**src/rtl/mod_arith_pkg.sv**
```systemverilog
// Shared modular-arithmetic definitions for the interleaved multiplier/divider pair.
// Contents:
//   state_e      - sequencer states IDLE, LOAD, STEP
//   SizemDefault - default operand/modulus width
//   mod_sub      - (x >= y) ? x - y : x + m - y
//   mod_half     - x / 2 mod m for odd m (x even ? x >> 1 : (x + m) >> 1)
// The helpers work on a wide word so any operand width up to MaxW-2 bits fits without
// overflow; callers zero-extend their operands and keep the low bits of the result.
package mod_arith_pkg;

    localparam int unsigned SizemDefault = 8;
    localparam int unsigned MaxW         = 32;

    typedef logic [MaxW-1:0] word_t;

    typedef enum logic [1:0] {
        IDLE,
        LOAD,
        STEP
    } state_e;

    function automatic word_t mod_sub(input word_t x, input word_t y, input word_t m);
        return (x >= y) ? (x - y) : (x + m - y);
    endfunction

    function automatic word_t mod_half(input word_t x, input word_t m);
        return x[0] ? ((x + m) >> 1) : (x >> 1);
    endfunction

endpackage

```
**src/rtl/moddiv_step.sv**
```systemverilog
// Combinational single reduction step of the binary extended Euclidean divider.
// Ports:
//   u_i, v_i     - current u, v
//   x1_i, x2_i   - current x1, x2 (one extra bit of headroom, always < M)
//   m_i          - modulus
//   u_o..x2_o    - values after one halving/subtraction action
//   u_is1_o      - u == 1 (x1 is the result)
//   v_is1_o      - v == 1 (x2 is the result)
//   zero_o       - u or v is zero (operands not coprime)
// Terminal conditions are only flagged here; the caller decides whether to apply the step.
module moddiv_step
    import mod_arith_pkg::*;
#(
    parameter int unsigned SIZEM = SizemDefault
) (
    input  logic [SIZEM-1:0] u_i,
    input  logic [SIZEM-1:0] v_i,
    input  logic [SIZEM:0]   x1_i,
    input  logic [SIZEM:0]   x2_i,
    input  logic [SIZEM-1:0] m_i,
    output logic [SIZEM-1:0] u_o,
    output logic [SIZEM-1:0] v_o,
    output logic [SIZEM:0]   x1_o,
    output logic [SIZEM:0]   x2_o,
    output logic             u_is1_o,
    output logic             v_is1_o,
    output logic             zero_o
);

    word_t x1_w, x2_w, m_w;
    word_t half1, half2, sub12, sub21;

    assign x1_w  = word_t'(x1_i);
    assign x2_w  = word_t'(x2_i);
    assign m_w   = word_t'(m_i);
    assign half1 = mod_half(x1_w, m_w);
    assign half2 = mod_half(x2_w, m_w);
    assign sub12 = mod_sub(x1_w, x2_w, m_w);
    assign sub21 = mod_sub(x2_w, x1_w, m_w);

    // Results are < M, so the upper bits of the wide words are always zero.
    logic unused_hi;
    assign unused_hi = ^{half1[MaxW-1:SIZEM+1], half2[MaxW-1:SIZEM+1],
                         sub12[MaxW-1:SIZEM+1], sub21[MaxW-1:SIZEM+1]};

    assign u_is1_o = (u_i == SIZEM'(1));
    assign v_is1_o = (v_i == SIZEM'(1));
    assign zero_o  = (u_i == '0) || (v_i == '0);

    always_comb begin
        u_o  = u_i;
        v_o  = v_i;
        x1_o = x1_i;
        x2_o = x2_i;
        if (!u_i[0]) begin
            u_o  = u_i >> 1;
            x1_o = half1[SIZEM:0];
        end else if (!v_i[0]) begin
            v_o  = v_i >> 1;
            x2_o = half2[SIZEM:0];
        end else if (u_i >= v_i) begin
            u_o  = u_i - v_i;
            x1_o = sub12[SIZEM:0];
        end else begin
            v_o  = v_i - u_i;
            x2_o = sub21[SIZEM:0];
        end
    end

endmodule

```
**src/rtl/interleaved_moddiv.sv**
```systemverilog
// Bit-serial modular divider: Q = a * d^-1 mod M, one binary extended Euclidean step per clock.
// Ports:
//   clk, rst   - clock (rising edge), asynchronous active-high reset
//   start      - begin (or restart) an operation; a, d, M captured in this cycle
//   a, d, M    - dividend, divisor, odd modulus >= 3
//   Q          - quotient, held until the next successful completion
//   done       - one-cycle pulse when Q/err are valid
//   err        - 1 = no result (invalid operands, gcd(d,M) != 1, or step timeout)
//   busy       - high from the cycle after start until done
//   cycles     - STEP-cycle count of the last completed operation
//                (only when MODDIV_CYCLE_COUNT_EN is defined)
module interleaved_moddiv
    import mod_arith_pkg::*;
#(
    parameter int unsigned SIZEM = SizemDefault,
    parameter int unsigned CNTW  = $clog2(4 * SIZEM + 3)
) (
    input  logic             clk,
    input  logic             rst,
    input  logic             start,
    input  logic [SIZEM-1:0] a,
    input  logic [SIZEM-1:0] d,
    input  logic [SIZEM-1:0] M,
    output logic [SIZEM-1:0] Q,
    output logic             done,
    output logic             err,
    output logic             busy
`ifdef MODDIV_CYCLE_COUNT_EN
    ,
    output logic [CNTW-1:0]  cycles
`endif
);

    // The counter reaching 4*SIZEM+2 aborts with err; compare before the increment.
    localparam logic [CNTW-1:0] TmoLast = CNTW'(4 * SIZEM + 1);

    state_e           state_q;
    logic [SIZEM-1:0] u_q, v_q, m_q, q_q;
    logic [SIZEM:0]   x1_q, x2_q;
    logic [CNTW-1:0]  cnt_q;
    logic             done_q, err_q, busy_q;
`ifdef MODDIV_CYCLE_COUNT_EN
    logic [CNTW-1:0]  cycles_q;
`endif

    logic [SIZEM-1:0] u_d, v_d;
    logic [SIZEM:0]   x1_d, x2_d;
    logic             u_is1, v_is1, zero;
    logic             load_bad;
    logic [CNTW-1:0]  cnt_d;

    moddiv_step #(
        .SIZEM (SIZEM)
    ) u_step (
        .u_i     (u_q),
        .v_i     (v_q),
        .x1_i    (x1_q),
        .x2_i    (x2_q),
        .m_i     (m_q),
        .u_o     (u_d),
        .v_o     (v_d),
        .x1_o    (x1_d),
        .x2_o    (x2_d),
        .u_is1_o (u_is1),
        .v_is1_o (v_is1),
        .zero_o  (zero)
    );

    // u holds d and x1 holds a during LOAD.
    assign load_bad = !m_q[0] || (m_q < SIZEM'(3)) || (u_q >= m_q) || (x1_q >= {1'b0, m_q});
    assign cnt_d    = cnt_q + CNTW'(1);

    always_ff @(posedge clk or posedge rst) begin
        if (rst) begin
            state_q  <= IDLE;
            u_q      <= '0;
            v_q      <= '0;
            x1_q     <= '0;
            x2_q     <= '0;
            m_q      <= '0;
            cnt_q    <= '0;
            q_q      <= '0;
            done_q   <= 1'b0;
            err_q    <= 1'b0;
            busy_q   <= 1'b0;
`ifdef MODDIV_CYCLE_COUNT_EN
            cycles_q <= '0;
`endif
        end else begin
            done_q <= 1'b0;
            unique case (state_q)
                IDLE: ;
                LOAD: begin
                    if (load_bad) begin
                        done_q   <= 1'b1;
                        err_q    <= 1'b1;
                        busy_q   <= 1'b0;
                        state_q  <= IDLE;
`ifdef MODDIV_CYCLE_COUNT_EN
                        cycles_q <= '0;
`endif
                    end else begin
                        state_q <= STEP;
                    end
                end
                STEP: begin
                    cnt_q <= cnt_d;
                    if (u_is1 || v_is1 || zero || (cnt_q == TmoLast)) begin
                        done_q   <= 1'b1;
                        busy_q   <= 1'b0;
                        state_q  <= IDLE;
`ifdef MODDIV_CYCLE_COUNT_EN
                        cycles_q <= cnt_d;
`endif
                        if (u_is1) begin
                            q_q   <= x1_q[SIZEM-1:0];
                            err_q <= 1'b0;
                        end else if (v_is1) begin
                            q_q   <= x2_q[SIZEM-1:0];
                            err_q <= 1'b0;
                        end else begin
                            err_q <= 1'b1;
                        end
                    end else begin
                        u_q  <= u_d;
                        v_q  <= v_d;
                        x1_q <= x1_d;
                        x2_q <= x2_d;
                    end
                end
                default: state_q <= IDLE;
            endcase
            // A new start overrides any in-flight operation; a done set above still pulses.
            if (start) begin
                state_q <= LOAD;
                u_q     <= d;
                v_q     <= M;
                x1_q    <= {1'b0, a};
                x2_q    <= '0;
                m_q     <= M;
                cnt_q   <= '0;
                busy_q  <= 1'b1;
            end
        end
    end

    assign Q    = q_q;
    assign done = done_q;
    assign err  = err_q;
    assign busy = busy_q;
`ifdef MODDIV_CYCLE_COUNT_EN
    assign cycles = cycles_q;
`endif

endmodule

```
**config.mk**
```make
export PLATFORM = sky130hd
export DESIGN_NAME = interleaved_moddiv
export DESIGN_NICKNAME = d
export VERILOG_FILES = /design/src/rtl/mod_arith_pkg.sv /design/src/rtl/moddiv_step.sv /design/src/rtl/interleaved_moddiv.sv
export SDC_FILE = /design/constraint.sdc
export NUM_CORES = 1
export LEC_CHECK = 0
export ABC_AREA = 1
export BUFFER_PORTS_ARGS = -buffer_cell sky130_fd_sc_hd__buf_2
export CAP_MARGIN = 20
export CORE_MARGIN = 2
export CORE_UTILIZATION = 45
export CTS_CLUSTER_DIAMETER = 50
export DETAILED_ROUTE_END_ITERATION = 12
export GPL_ROUTABILITY_DRIVEN = 1
export SLEW_MARGIN = 10
export SYNTH_ARGS = -nofsm -noshare
export SYNTH_HDL_FRONTEND = slang
export SYNTH_HIERARCHICAL = 1
export SYNTH_SLANG_ARGS = --single-unit
export TNS_END_PERCENT = 30
```
**constraint.sdc**
```tcl
create_clock -name clk -period 4 [get_ports clk]
set_clock_uncertainty 0.2 [all_clocks]
set_input_delay 0.4 -clock clk [delete_from_list [all_inputs] [get_ports clk]]
set_output_delay 0.4 -clock clk [all_outputs]
set_load 0.005 [all_outputs]
```
After elaboration in Yosys (flattened, before gate mapping)
Index checks and enable logic that the tools add are counted.

word-level totals
  bits in registers = 61
  bits in latches = 0
  RAM bits = 0
  memory bits (read-only) = 0
  input bits = 27
  output and inout port bits = 11
  logic and storage cells = 114
  memories kept = 0

cells by class
  add/sub/neg operators = 9
  multiply operators = 0
  div/mod/pow operators = 0
  $lt $le $gt $ge = 6
  eq/ne operators = 14
  shift operators = 0
  mux-type cells = 48
  bitwise operators = 0
  reduce and logical (&&, ||, !) cells = 24

operator list
  kind                 number
  $mux 9               16
  $mux 8               14
  $sub 9x9->9          4
  $add 9x8->10         2
  $ge 9x9->1           2
  $eq 8x1->1 const B   2
  $ge 8x8->1           2
  $logic_not 8->1      2
  $sub 8x8->8          2
  $mux 6               2
  $reduce_and 3->1     4
  $ge 9x8->1           1
  $mux 1               9
  $ne 3x3->1 const B   3
  $lt 8x2->1 const B   1
  $ne 2x2->1 const B   4
  $reduce_and 4->1     2
  $reduce_bool 2->1    4
  $logic_or 1x1->1     7
  $add 6x1->6 const B  1
  $eq 6x6->1 const B   1
  $mux 2               3
  $ne 3x2->1 const B   2
  $pmux 1 s2           3
  7 further kinds      8

Longest topological paths before layout
  word-level depth = 9
  gate-level depth with buffers = 23

Modules after synthesis
Netlist, hierarchy kept.

modules (own cells, without submodules)
  module              instances  cells an instance  area an instance (µm²)  seq. area each (µm²)
  moddiv_step         1          712                4,211.5                 0.0
  interleaved_moddiv  1          396                3,214.3                 1,526.5

Worst setup path before layout
Ideal clock, no wire load.

  path kind = register -> register
  start = register x1_q[0]
  end = register x1_q[7]
  arrival time = 2.785 ns
  setup slack = 0.933 ns
  stages on the path, launching flop included = 18
  buffers on the path = 0
  path through = dfrtp_1 ha_1 fa_1 nand3_1 nand3_1 a21oi_1 xnor2_1 ha_1 a21o_1 a31oi_1 nand2_1 xor2_1 nand2_1 nand2_1 nand2_1 nand2_1 nand2_1 a31oi_1

between the ends
  word-level cells in the longest chain between the ends = 9
  elaborated cells between the ends (all ways) = 12
  classes of those cells = add/sub: 3; order compare: 1; mux: 8

ends and longest elaborated chain
  what                    RTL line                   source
  from (decl)             interleaved_moddiv.sv:39   logic [SIZEM:0] x1_q, x2_q;
  from (signal assigned)  interleaved_moddiv.sv:138  x1_q <= {1'b0, a};
  $add 9x8->10            mod_arith_pkg.sv:23        return (x >= y) ? (x - y) : (x + m - y);
  $sub 9x9->9             mod_arith_pkg.sv:23
  $mux 9                  mod_arith_pkg.sv:23
  $mux 9                  moddiv_step.sv:61          end else if (u_i >= v_i) begin
  $mux 9                  moddiv_step.sv:58          end else if (!v_i[0]) begin
  $mux 9 *                moddiv_step.sv:55          if (!u_i[0]) begin
  via x1_d[7]             interleaved_moddiv.sv:47   logic [SIZEM:0] x1_d, x2_d;
  $mux 9 *                interleaved_moddiv.sv:108  if (u_is1 || v_is1 || zero || (cnt_q == TmoLast)) begin
  $mux 9 *                interleaved_moddiv.sv:91   unique case (state_q)
  $mux 9 *                interleaved_moddiv.sv:134  if (start) begin

The timed path passes the listed nets; every way through them passes the cells marked *. The select of a mux whose other input is x is not followed.
A chain may end at the register's enable or synchronous reset.

Worst setup path after layout
  start = register x1_q[2]
  end = register x1_q[8]

The elaborated chain is that of the path after synthesis.

==> flow_metrics.env <==
export IMPL_root_buffer="clkbuf_16"
export IMPL_dp_cells=1330
export IMPL_hold_path_class="in2reg"
export IMPL_initialDrtViolationCount=530
export IMPL_io_buffers=37
export IMPL_yosysTopAreaCell="dfrtp_1"
export IMPL_drv_cap=0
export IMPL_rr_startpoint="x1_q[2]$_DFFE_PP0P_"
export IMPL_cts_tree="yes"
export IMPL_finalMaxSlewViolations=0
export IMPL_post_route_util_pct=49.9
export IMPL_clk_pin_slew_ns=0.06
export IMPL_fp_dieW_microns=132
export IMPL_rows=46
export IMPL_wirelength_microns=24900
export IMPL_dr_wl_met3_microns=1370
export IMPL_combPwrFrac_pct=60.7
export IMPL_timing_slew_headroom_pct=47.9
export IMPL_startpoint="x1_q[2]$_DFFE_PP0P_"
export IMPL_synth_cells=1108
export IMPL_async_flop_share_pct=100
export IMPL_synth_seq_cells=61
export IMPL_area_delta_synth_final_pct=7.43
export IMPL_top_layer="met4"
export IMPL_final_period_utilization_pct=85.4
export IMPL_power_total_mw=4.23
export IMPL_p_int_mw=2.11
export IMPL_slowest_delay_ns=0.47
export IMPL_cts_num_sinks=61
export IMPL_crit_fanout=7
export IMPL_hpwl_microns=19400
export IMPL_crit_required_ns=4.02
export IMPL_switchingPower_mw=2.12
export IMPL_rsz0062_at_grt="false"
export IMPL_min_period_ns=3.42
export IMPL_cts_path_max_buffers=2
export IMPL_grt_pass1_vias=7139
export IMPL_yosys_warnings=6
export IMPL_drt_met1_wl_microns=10900
export IMPL_synth_top_area_share_pct=20.6
export IMPL_detail_route_wl_per_cell_microns=18.5
export IMPL_synth_edff_count=0
export IMPL_critPathLaunchType="flop"
export IMPL_tns_ns=0
export IMPL_htreeDepth=3
export IMPL_antenna_found_initial=0
export IMPL_via_per_inst=5.48
export IMPL_power_density_nw_per_um2=530
export IMPL_drtAntennaViolNets=0
export IMPL_status="finished, final reports clean"
export IMPL_synth_ff_type="dfrtp_1"
export IMPL_num_io_pins=38
export IMPL_grt_max_degree=47
export IMPL_drive_gt1_share_pct=9.28
export IMPL_drc=0
export IMPL_cts_repair_resized=0
export IMPL_core_sq_um=16000
export IMPL_final_setup_viol_count=0
export IMPL_avgSynthCellArea_sq_um=6.70
export IMPL_endpoint_kind="flop"
export IMPL_criticalPathCategory="reg2reg"
export IMPL_ir_drop_mv=0.266
export IMPL_arrival_ns=3.43
export IMPL_clock_latency_ns=0.35
export IMPL_route_vias_total=7389
export IMPL_synth_area_leaders="dfrtp_1, nand2_1, ha_1, inv_1, a21oi_1"
export IMPL_fin_cells=1348
export IMPL_syn_nets=1229
export IMPL_power_static_leakage_nw=4.21
export IMPL_swShare_pct=50.0
export IMPL_max_freq_ghz=0.293
export IMPL_crit_top_cell="nand2_1"
export IMPL_crit_slowest_cell="dfrtp_1"
export IMPL_synth_distinct_cells=54
export IMPL_power_share_clock_pct=19.4
export IMPL_power_frac_seq_pct=20.0
export IMPL_hp_start="M[4]"
export IMPL_drt_pass1_iter_count=5
export IMPL_hold_viol_final=0
export IMPL_syn_area_sq_um=7430
export IMPL_diodes=0
export IMPL_synth_seq_area_share_pct=20.6
export IMPL_grtUsageTotal_pct=28.6
export IMPL_critPathBufInv=2
export IMPL_cts_inserted_buffers=9
export IMPL_cp_cell_sequence="ha_1 > a21oi_1 > nand2_1 > nand2_1 > nand2_1 > a21oi_1 > xor2_1 > inv_1 > ha_1 > nand2_1 > inv_1 > nand4_1 > nand3_1 > nand2_1 > nand2_1 > nand3_1 > nand3_1 > nand2_1 > nand2_1 > nand2_1 > nand2_1 > o21ai_0"
export IMPL_critPathTopFamily="simple AND/OR/NAND/NOR gates"
export IMPL_grt_pass1_wl_microns=39100
export IMPL_dieArea_sq_um=17500
export IMPL_route_met2_wl_microns=11600
export IMPL_tightest_slew_ns=0.775
export IMPL_initial_core_util_pct=46.4
export IMPL_die_h_microns=132
export IMPL_gp_congestion=1.01
export IMPL_overflow=0
export IMPL_fin_nets=1248
[kinds of logic after synthesis]
| logic type | Yosys count | synth area share (%) |
|---|---|---|
| xor gates and xnor gates | 40 | 4.72 |
| and+or+nand+nor | 535 | 31.0 |
| DFF | 61 | 20.6 |
| buffers and inverters | 176 | 11.0 |
| AOI/OAI and AO/OA | 202 | 16.1 |
| adders and majority gates | 94 | 16.6 |
[area by class of cell]
cell class,count,area (sq um)
fill,1748,8020
multi-input combinational,871,5080
sequential,61,1530
inverter,137,517
timing repair buffer,47,275
tap,216,270
clock buffer,9,225
clock inverter,7,80.1
[tightest hold or removal path, stage by stage]
cell     delay [ns]
buf_2          0.07
nand2_1        0.07
o21ai_0        0.07
[final timing paths]
path / endpoint / slack, ns / cells after the start
max: x1_q[8]$_DFFE_PP0P_ / 0.58 / 22
min: m_q[4]$_DFFE_PP0P_ / 0.10 / 3
max reg2reg: x1_q[8]$_DFFE_PP0P_ / 0.58 / 22
min reg2reg: busy$_DFFE_PP0P_ / 0.27 / 2
max in group asynchronous: m_q[3]$_DFFE_PP0P_ / 2.46 / 5
min in group asynchronous: Q[1]$_DFFE_PP0P_ / 0.35 / 3
[synth_stat cells (2+ instances only)]
library cell	n
ha_1	86
buf_6	8
o22ai_1	6
o31ai_1	2
nand2_2	8
or2_2	3
a31oi_1	32
a21oi_1	75
buf_12	2
inv_2	3
a21o_1	7
dfrtp_1	61
xnor2_1	14
o21ai_0	47
inv_1	132
nor3_1	5
nand4_1	9
nand3b_1	3
xor2_1	26
o21bai_1	2
a21oi_2	2
nor2_4	4
o211ai_2	3
o211ai_1	7
nor2_1	75
fa_1	8
buf_4	8
nand2_1	344
nand2_4	2
buf_8	2
nand4_2	3
nand3_1	67
buf_2	6
o21a_1	3
clkbuf_1	12
nor2_2	5
o21ai_1	9
[what timing repair did]
action                     4_1_cts  5_1_grt
setup buffers                    0        0
hold endpoints to repair         0       10
hold buffers                     0        1
setup endpoints to repair        0        0
[state kept, by name, indices dropped and copies added, names as in the netlist]
signal   flops
m_q          8
cnt_q        6
Q            8
err          1
x1_q         9
busy         1
u_q          8
state_q      2
v_q          8
done         1
x2_q         9
[metal layers]
| layer | vias up | global-route usage (%) |
|---|---|---|
| li1 | 3669 | - |
| met1 | 3422 | 37.1 |
| met2 | 235 | 47.6 |
| met3 | 63 | 4.10 |
| met4 | 0 | 12.5 |
| met5 | - | 0 |
[metrics by stage]
stage,instance area (sq um),setup WS [ns],hold slack [ns]
after floorplan,7430,0.933,0.233
after global placement,7640,0.696,0.252
after detailed placement,7640,0.648,0.260
after CTS,7950,0.643,0.0979
after global routing,7980,0.354,0.110
final,7980,0.584,0.104
[cells in the final DEF (no fill, tap or decap), types with 5 or more instances in the layout]
cell type  Yosys  routed
a21o_1         7       7
a21oi_1       75      75
a31oi_1       32      32
buf_2          6      37
buf_4          8       8
clkbuf_16      0       9
dfrtp_1       61      61
fa_1           8       8
ha_1          86      86
inv_1        132     131
nand2_1      344     344
nand2_2        8       8
nand3_1       67      67
nand4_1        9       9
nor2_1        75      75
nor2_2         5       5
nor3_1         5       5
o211ai_1       7       7
o21ai_0       47      47
o21ai_1        9       9
o22ai_1        6       6
xnor2_1       14      14
xor2_1        26      26
[power by group through the flow]
stage	combinational (mW)	clock (mW)	sequential, mW
after floorplan	1.96	0	0.804
after global placement	2.52	0	0.850
after detailed placement	2.51	0	0.852
after CTS	2.53	0.831	0.841
after global routing	2.86	0.859	0.854
final	2.57	0.819	0.846
(Power assumes the default switching activity.)
